## config.mk

```make
export PLATFORM = sky130hd
export DESIGN_NAME = matrix_uart_printer_flat
export DESIGN_NICKNAME = d
export VERILOG_FILES = /design/src/rtl/matrix_uart_printer_pkg.sv /design/src/rtl/matrix_uart_printer_if.sv /design/src/rtl/matrix_uart_printer_bin2dec_seq.sv /design/src/rtl/matrix_uart_printer.sv /design/src/flat_wrapper.sv
export SDC_FILE = /design/constraint.sdc
export NUM_CORES = 1
export LEC_CHECK = 0
export CAP_MARGIN = 20
export CORE_MARGIN = 5
export CORE_UTILIZATION = 55
export DETAILED_ROUTE_END_ITERATION = 6
export GPL_TIMING_DRIVEN = 0
export MAX_ROUTING_LAYER = met4
export PLACE_DENSITY = 0.91
export SLEW_MARGIN = 20
export SYNTH_ARGS = -nofsm -noshare
export SYNTH_HDL_FRONTEND = slang
export SYNTH_SLANG_ARGS = --single-unit
```

## constraint.sdc

```tcl
create_clock -name clk -period 23.3 [get_ports clk]
set_input_delay 3.495 -clock clk [delete_from_list [all_inputs] [get_ports clk]]
set_output_delay 3.495 -clock clk [all_outputs]
set_load 0.03 [all_outputs]
```

## src/rtl/matrix_uart_printer_pkg.sv

```systemverilog
// Shared definitions for the matrix UART printer.
//   ASCII_*  : character constants used when building output fields
//   state_t  : printer FSM states
//   clog2    : ceil(log2(v)) helper for parameter-derived widths
package matrix_uart_printer_pkg;

    localparam logic [7:0] ASCII_0     = 8'h30;
    localparam logic [7:0] ASCII_SPACE = 8'h20;
    localparam logic [7:0] ASCII_LF    = 8'h0A;
    localparam logic [7:0] ASCII_MINUS = 8'h2D;

    typedef enum logic [3:0] {
        ST_IDLE,
        ST_LOAD,
        ST_CONV,
        ST_EMIT,
        ST_SEND,
        ST_GAP,
        ST_WAIT,
        ST_NEXT,
        ST_FIN,
        ST_ERR
    } state_t;

    function automatic int unsigned clog2(input int unsigned v);
        int unsigned r;
        int unsigned p;
        r = 0;
        p = 1;
        while (p < v) begin
            p = p << 1;
            r = r + 1;
        end
        return r;
    endfunction

endpackage

```

## src/rtl/matrix_uart_printer_if.sv

```systemverilog
// Byte stream link between the matrix printer and the UART transmitter.
//   tx_start : one-cycle byte strobe (printer -> uart)
//   tx_data  : byte, valid while tx_start is high (printer -> uart)
//   tx_busy  : transmitter busy (uart -> printer)
interface matrix_uart_printer_if;

    logic       tx_start;
    logic [7:0] tx_data;
    logic       tx_busy;

    modport master (output tx_start, output tx_data, input tx_busy);
    modport slave  (input tx_start, input tx_data, output tx_busy);

endinterface

```

## src/rtl/matrix_uart_printer_bin2dec_seq.sv

```systemverilog
// Sequential binary-to-BCD converter (shift-add-3, double dabble).
//   clk, rst : clock, asynchronous active-high reset
//   start    : one-cycle pulse, loads din and begins conversion
//   din      : unsigned binary input, IN_W bits
//   done     : one-cycle pulse IN_W cycles after start; bcd/lead valid then
//   bcd      : packed BCD digits, digit 0 in bcd[3:0] (least significant)
//   lead     : index of the most significant non-zero digit (0 for value 0)
module matrix_uart_printer_bin2dec_seq
    import matrix_uart_printer_pkg::*;
#(
    parameter int unsigned IN_W   = 10,
    parameter int unsigned DIGITS = 3,
    localparam int unsigned LW    = (DIGITS > 1) ? clog2(DIGITS) : 1
) (
    input  logic                  clk,
    input  logic                  rst,
    input  logic                  start,
    input  logic [IN_W-1:0]       din,
    output logic                  done,
    output logic [DIGITS*4-1:0]   bcd,
    output logic [LW-1:0]         lead
);

    localparam int unsigned CNT_W = clog2(IN_W + 1);

    logic [IN_W-1:0]     sh;
    logic [DIGITS*4-1:0] work;
    logic [DIGITS*4-1:0] adj;
    logic [CNT_W-1:0]    cnt;
    logic                running;

    // Any digit >= 5 is corrected by +3 so the following shift carries properly.
    always_comb begin
        adj = work;
        for (int unsigned d = 0; d < DIGITS; d++) begin
            if (work[d*4 +: 4] >= 4'd5) begin
                adj[d*4 +: 4] = work[d*4 +: 4] + 4'd3;
            end
        end
    end

    always_comb begin
        lead = '0;
        for (int unsigned d = 1; d < DIGITS; d++) begin
            if (work[d*4 +: 4] != 4'd0) begin
                lead = LW'(d);
            end
        end
    end

    assign bcd = work;

    always_ff @(posedge clk or posedge rst) begin
        if (rst) begin
            sh      <= '0;
            work    <= '0;
            cnt     <= '0;
            running <= 1'b0;
            done    <= 1'b0;
        end else begin
            done <= 1'b0;
            if (start) begin
                sh      <= din;
                work    <= '0;
                cnt     <= CNT_W'(IN_W);
                running <= 1'b1;
            end else if (running) begin
                {work, sh} <= {adj, sh} << 1;
                cnt        <= cnt - CNT_W'(1);
                if (cnt == CNT_W'(1)) begin
                    running <= 1'b0;
                    done    <= 1'b1;
                end
            end
        end
    end

endmodule

```

## src/rtl/matrix_uart_printer.sv

```systemverilog
// Streams a row-major matrix to a UART transmitter as fixed-width,
// left-justified ASCII decimal fields; each row ends in LF.
//   clk, rst   : clock, asynchronous active-high reset
//   start      : rising edge accepted in IDLE only
//   abort      : stop after the byte currently on the wire
//   rows, cols : runtime dimensions (1..MAX_ROWS, 1..MAX_COLS)
//   data_flat  : element k = r*cols+c at [k*DATA_W +: DATA_W]
//   busy       : high from accepted start until done/err/abort
//   done       : one-cycle pulse, whole matrix sent
//   err        : one-cycle pulse, bad dimensions, nothing sent
//   tx         : byte link to the transmitter (tx_start/tx_data/tx_busy)
module matrix_uart_printer
    import matrix_uart_printer_pkg::*;
#(
    parameter int unsigned DATA_W    = 9,
    parameter int unsigned MAX_ROWS  = 5,
    parameter int unsigned MAX_COLS  = 5,
    parameter int unsigned DIGITS    = 3,
    parameter int unsigned SIGNED_EN = 0
) (
    input  logic                                clk,
    input  logic                                rst,
    input  logic                                start,
    input  logic                                abort,
    input  logic [clog2(MAX_ROWS+1)-1:0]        rows,
    input  logic [clog2(MAX_COLS+1)-1:0]        cols,
    input  logic [MAX_ROWS*MAX_COLS*DATA_W-1:0] data_flat,
    output logic                                busy,
    output logic                                done,
    output logic                                err,
    matrix_uart_printer_if.master               tx
);

    localparam int unsigned RW = clog2(MAX_ROWS + 1);
    localparam int unsigned CW = clog2(MAX_COLS + 1);
    localparam int unsigned NE = MAX_ROWS * MAX_COLS;
    localparam int unsigned IW = clog2(NE) + 1;
    localparam int unsigned MW = DATA_W + 1;
    localparam int unsigned FW = DIGITS + SIGNED_EN;
    localparam int unsigned PW = clog2(FW + 1);
    localparam int unsigned LW = (DIGITS > 1) ? clog2(DIGITS) : 1;

    state_t                 state;
    logic                   start_d;
    logic                   abort_l;
    logic [RW-1:0]          rows_s;
    logic [CW-1:0]          cols_s;
    logic [RW-1:0]          r;
    logic [CW-1:0]          c;
    logic [NE*DATA_W-1:0]   snap;
    logic [IW-1:0]          idx;
    logic [DATA_W-1:0]      elem;
    logic                   neg_c;
    logic                   neg_l;
    logic [MW-1:0]          sext;
    logic [MW-1:0]          mag;
    logic [MW-1:0]          conv_din;
    logic                   conv_start;
    logic                   conv_done;
    logic [DIGITS*4-1:0]    conv_bcd;
    logic [LW-1:0]          conv_lead;
    logic [DIGITS*4-1:0]    bcd_l;
    logic [LW-1:0]          lead_l;
    logic [PW-1:0]          ch;
    logic [7:0]             char_c;
    logic [31:0]            pre;
    logic [31:0]            nd;
    logic [31:0]            q;
    logic                   last_col;
    logic                   last_row;
    logic                   accept;
    logic                   dims_bad;
    logic                   tx_start_r;
    logic [7:0]             tx_data_r;

    assign tx.tx_start = tx_start_r;
    assign tx.tx_data  = tx_data_r;

    assign accept   = start & ~start_d & (state == ST_IDLE);
    assign dims_bad = (rows == '0) || (cols == '0) ||
                      (rows > RW'(MAX_ROWS)) || (cols > CW'(MAX_COLS));

    assign idx      = IW'(r) * IW'(cols_s) + IW'(c);
    assign last_col = (c == cols_s - CW'(1));
    assign last_row = (r == rows_s - RW'(1));

    always_comb begin
        elem = '0;
        for (int unsigned k = 0; k < NE; k++) begin
            if (idx == IW'(k)) begin
                elem = snap[k*DATA_W +: DATA_W];
            end
        end
    end

    // One extra bit so the most negative value negates without overflow.
    assign neg_c = (SIGNED_EN != 0) && elem[DATA_W-1];
    assign sext  = {neg_c, elem};
    assign mag   = neg_c ? (~sext + MW'(1)) : sext;

    // Field character at position ch: optional '-', significant digits
    // most-significant first, space padding; position FW is the separator.
    always_comb begin
        pre    = {31'd0, neg_l};
        nd     = 32'(lead_l) + 32'd1;
        q      = '0;
        char_c = ASCII_SPACE;
        if (ch == PW'(FW)) begin
            char_c = last_col ? ASCII_LF : ASCII_SPACE;
        end else if (32'(ch) < pre) begin
            char_c = ASCII_MINUS;
        end else begin
            q = 32'(ch) - pre;
            for (int unsigned d = 0; d < DIGITS; d++) begin
                if ((q < nd) && (d == nd - 32'd1 - q)) begin
                    char_c = ASCII_0 + {4'h0, bcd_l[d*4 +: 4]};
                end
            end
        end
    end

    matrix_uart_printer_bin2dec_seq #(
        .IN_W   (MW),
        .DIGITS (DIGITS)
    ) u_bin2dec (
        .clk   (clk),
        .rst   (rst),
        .start (conv_start),
        .din   (conv_din),
        .done  (conv_done),
        .bcd   (conv_bcd),
        .lead  (conv_lead)
    );

    always_ff @(posedge clk or posedge rst) begin
        if (rst) begin
            state      <= ST_IDLE;
            start_d    <= 1'b0;
            abort_l    <= 1'b0;
            busy       <= 1'b0;
            done       <= 1'b0;
            err        <= 1'b0;
            tx_start_r <= 1'b0;
            tx_data_r  <= '0;
            rows_s     <= '0;
            cols_s     <= '0;
            r          <= '0;
            c          <= '0;
            snap       <= '0;
            neg_l      <= 1'b0;
            conv_din   <= '0;
            conv_start <= 1'b0;
            bcd_l      <= '0;
            lead_l     <= '0;
            ch         <= '0;
        end else begin
            start_d    <= start;
            done       <= 1'b0;
            err        <= 1'b0;
            tx_start_r <= 1'b0;
            conv_start <= 1'b0;
            if ((state != ST_IDLE) && abort) begin
                abort_l <= 1'b1;
            end
            case (state)
                ST_IDLE: begin
                    if (accept) begin
                        rows_s  <= rows;
                        cols_s  <= cols;
                        snap    <= data_flat;
                        r       <= '0;
                        c       <= '0;
                        abort_l <= 1'b0;
                        busy    <= 1'b1;
                        state   <= dims_bad ? ST_ERR : ST_LOAD;
                    end
                end
                ST_ERR: begin
                    err   <= 1'b1;
                    busy  <= 1'b0;
                    state <= ST_IDLE;
                end
                ST_LOAD: begin
                    conv_din   <= mag;
                    neg_l      <= neg_c;
                    conv_start <= 1'b1;
                    state      <= ST_CONV;
                end
                ST_CONV: begin
                    if (conv_done) begin
                        bcd_l  <= conv_bcd;
                        lead_l <= conv_lead;
                        ch     <= '0;
                        state  <= ST_EMIT;
                    end
                end
                ST_EMIT: begin
                    tx_data_r <= char_c;
                    state     <= ST_SEND;
                end
                ST_SEND: begin
                    if (!tx.tx_busy) begin
                        tx_start_r <= 1'b1;
                        state      <= ST_GAP;
                    end
                end
                // The transmitter may raise tx_busy a cycle late; skip one cycle.
                ST_GAP: begin
                    state <= ST_WAIT;
                end
                ST_WAIT: begin
                    if (!tx.tx_busy) begin
                        if (abort_l) begin
                            abort_l <= 1'b0;
                            busy    <= 1'b0;
                            state   <= ST_IDLE;
                        end else if (ch == PW'(FW)) begin
                            state <= ST_NEXT;
                        end else begin
                            ch    <= ch + PW'(1);
                            state <= ST_EMIT;
                        end
                    end
                end
                ST_NEXT: begin
                    if (last_col && last_row) begin
                        state <= ST_FIN;
                    end else begin
                        if (last_col) begin
                            c <= '0;
                            r <= r + RW'(1);
                        end else begin
                            c <= c + CW'(1);
                        end
                        state <= ST_LOAD;
                    end
                end
                ST_FIN: begin
                    done  <= 1'b1;
                    busy  <= 1'b0;
                    state <= ST_IDLE;
                end
                default: begin
                    state <= ST_IDLE;
                end
            endcase
        end
    end

endmodule

```

## src/flat_wrapper.sv

```systemverilog
// flat-port wrapper written by rule: the top's interface ports become plain ports
module matrix_uart_printer_flat import matrix_uart_printer_pkg::*;
#(
    parameter int unsigned DATA_W    = 9,
    parameter int unsigned MAX_ROWS  = 5,
    parameter int unsigned MAX_COLS  = 5,
    parameter int unsigned DIGITS    = 3,
    parameter int unsigned SIGNED_EN = 0
)
  (clk, rst, start, abort, rows, cols, data_flat, busy, done, err, tx_tx_start, tx_tx_data, tx_tx_busy);
  matrix_uart_printer_if tx_i ();
  input  logic clk;
  input  logic rst;
  input  logic start;
  input  logic abort;
  input  logic [clog2(MAX_ROWS+1)-1:0] rows;
  input  logic [clog2(MAX_COLS+1)-1:0] cols;
  input  logic [MAX_ROWS*MAX_COLS*DATA_W-1:0] data_flat;
  output logic busy;
  output logic done;
  output logic err;
  output wire logic [$bits(tx_i.tx_start)-1:0] tx_tx_start;
  output wire logic [$bits(tx_i.tx_data)-1:0] tx_tx_data;
  input wire logic [$bits(tx_i.tx_busy)-1:0] tx_tx_busy;
  assign tx_tx_start = tx_i.tx_start;
  assign tx_tx_data = tx_i.tx_data;
  assign tx_i.tx_busy = tx_tx_busy;
  matrix_uart_printer #(.DATA_W(DATA_W), .MAX_ROWS(MAX_ROWS), .MAX_COLS(MAX_COLS), .DIGITS(DIGITS), .SIGNED_EN(SIGNED_EN)) u_core (.clk(clk), .rst(rst), .start(start), .abort(abort), .rows(rows), .cols(cols), .data_flat(data_flat), .busy(busy), .done(done), .err(err), .tx(tx_i));
endmodule
```

==> reports/qor.yml <==
status: "complete, no violations"
drc: 0
routedWlPerCell_um: 21.4
holdBufCountCts: 0
antenna_left: 0
syn_inst: 1789
pre_cts_ws_ns: 17.52
synth_compound_area_share_pct: 11.2
min_period_ns: 5.36
p_comb_share_pct: 5.0
swShare_pct: 21.1
ys_ff_latch: 307
grt_max_degree: 111
port_buffers: 245
powerDensity_nw_per_um2: 57.2
maxCapViolCount: 0
tns_ns: 0
synth_edf_count: 0
synthAdderAreaFrac_pct: 2.94
finalHoldViolations: 0
dp_cells: 2415
vias_per_cell: 5.86
worstMarginPinSlew_ns: 0.870
intPower_uw: 873
post-cts-setup-buffers: 0
cp.required_ns: 23.74
path_clk_slew_ns: 0.07
yosys.cell_count.top_type: "nand2_1"
synth_top_area_share_pct: 50.2
grt_pass1_wl_um: 81500
muxShareOfSynthArea_pct: 4.97
final_nets: 2339
power_frac_seq_pct: 48.2
worst_slack_ns: 17.94
die_area_um2: 31300
ir_drop_mv: 0.0442
post_route_cells_drive_above_1_share_pct: 6.69
yosys_warnings: 0
hold_class: "reg -> reg"
gp_congestion: 1.04
slew_viol_final: 0
cp.buffers_inverters: 6
clock_path_buffers: 3
worstPathCellList: "nand2_1 -> fa_1 -> inv_1 -> fa_1 -> inv_1 -> fa_1 -> buf_2 -> buf_2 -> buf_2 -> buf_1 -> o21ai_0 -> a32oi_1 -> nand3_1 -> o21a_1"
ys_async_sr_fraction_pct: 100
initial_utilization_pct: 55.4
synthSimpleGateAreaFrac_pct: 25.5
setup_viol: 0
synth_flop_cell: "dfrtp_1"
slowest_stage: "fa_1"
pwr-share-clk_pct: 46.8
cts_tree: "built"
critPathMaxStageDelay_ns: 0.78
yosys-top-cells-count: "771 x nand2_1, 307 x dfrtp_1, 70 x nor2_1"
die_height_um: 177
fin_crit_sh_pct: 23.0
synth.distinct_cells: 75
synth_xor_area_share_pct: 1.01
cts-root-buf: "clkbuf_16"
std_cell_rows: 61
critical-path-top-delay-family: "adder cells"
ctsHtreeMaxLevel: 1
stdcell_count: 2470
cts_resized: 0
fin_skew_ns: 0.0157
maxSlewHeadroom_pct: 40.5
grt_overflow: 0
p_sw_uw: 234
fill_cells: 2032
p_leak_uw: 0.00977
cp.arrival_ns: 5.81
grt_antenna_before_repair: 0
yosys.area.top_type: "dfrtp_1"
antenna_cells: 0
routed_wl_um: 52900
area_delta_synth_final_pct: 26.4
synth_area_um2: 15300
ios: 248
grt_setup_unrepaired: "false"
dp_hpwl_um: 39400
ys_top_cells_by_area: "dfrtp_1 50%, nand2_1 19%, mux2i_1 2.6%"
grt_pass1_vias: 14762
coreArea_um2: 27600
cp-start-kind: "flip-flop"
cp_max_fo: 10
synth_top_family_by_area: "simple AND/OR/NAND/NOR gates"
clkLatencyLatePin_ns: 0.57
end_kind: "flip-flop"
num_vias: 14469
first_pass_iters: 6
grtUsageTotal_pct: 34.4
crit_type: "reg -> reg"
max_freq_mhz: 186
seq_area_frac_synth_pct: 50.2
cts-buffers-inserted: 31
drtIter0Drc: 1653
syn_avg_cell_area_um2: 8.55
fp.dieW_um: 177
cts_sinks: 307
## worst min-delay path: stages (launching register included)
cell     delay [ns]
dfrtp_1        0.34
nand2_1        0.05
nand2_1        0.05
## worst paths after layout
path / startpoint / to / slack, ns / cells past startpoint
worst max-delay path: u_core.r[0] / u_core.conv_din[0] / 17.94 / 14
worst min-delay path: u_core.snap[151] / u_core.snap[151] / 0.47 / 2
worst max register to register: u_core.r[0] / u_core.conv_din[0] / 17.94 / 14
worst min register to register: u_core.snap[151] / u_core.snap[151] / 0.47 / 2
max in group asynchronous: rst / u_core.snap[5] / 18.85 / 3
min in group asynchronous: rst / u_core.r[0] / 3.42 / 2
## state kept, by name, indices dropped and copies added, names as in the netlist, 2 cells and up
name	flops
u_core.state	4
u_core.snap	225
u_core.ch	2
u_core.c	3
u_core.rows_s	3
u_core.bcd_l	12
u_core.u_bin2dec.cnt	4
u_core.tx.tx_data	6
u_core.r	3
u_core.conv_din	9
u_core.lead_l	2
u_core.u_bin2dec.bcd	12
u_core.u_bin2dec.sh	10
u_core.cols_s	3
## cells by family (layout without fill, tap and decap cells)
kind of cell	count (synthesis)	after routing
simple gates	961	961
flops	307	307
compound gates	263	263
buf+inv	146	448
mux	62	62
fa+ha+maj	33	33
xor+xnor	16	16
other cells	1	2
## power by group through the flow
stage	combinational, µW	clock, µW	sequential [µW]
after global placement	53.4	0	543
final	55.2	518	533
after global routing	59.2	543	533
after detailed placement	55.2	0	543
after CTS	55.6	518	533
after floorplan	9.20	0	543
## metal layers
| metal | vias up | global-route usage (%) | share of wire, % |
|---|---|---|---|
| met4 | 0 | 11.3 | 3.9 |
| met5 | - | - | 0 |
| met1 | 6957 | 43.3 | 38 |
| met2 | 853 | 57.4 | 49 |
| met3 | 185 | 5.83 | 8.7 |
| li1 | 6474 | - | - |
## placed cells by master (no fill, tap or decap), types with 8 or more instances in the layout
master	instances
nand2_1	771
dfrtp_1	307
clkdlybuf4s50_1	245
nor2_1	70
o21ai_0	66
a21oi_1	63
clkbuf_1	58
buf_2	43
mux2i_1	40
inv_1	37
clkbuf_16	31
ha_1	28
nand3_1	22
nor3_1	18
nand2b_1	18
o211ai_1	16
o22ai_1	15
mux2_2	12
xnor2_1	10
mux4_2	10
nor2b_1	9
and2_1	9
a22oi_1	8
## through the flow
stage,utilization (%),hold WS (ns),cell area (µm²),power [µW]
final,70.0,0.471,19300,1110
after floorplan,-,0.437,15300,552
after CTS,70.0,0.473,19300,1110
after global routing,70.0,0.497,19300,1140
after detailed placement,66.2,0.458,18300,598
after global placement,66.0,0.452,18200,597
## cell type report
class	count	area (µm²)	area share, %
Timing Repair Buffer	247	2510	13.0
Clock inverter	13	180	0.932
Tap cell	378	473	2.45
Inverter	39	154	0.796
Multi-Input combinational cell	1337	6990	36.1
Clock buffer	42	867	4.48
Sequential cell	307	7680	39.7
Buffer	107	485	2.51
Note: power is estimated with default switching activity, not from simulation.
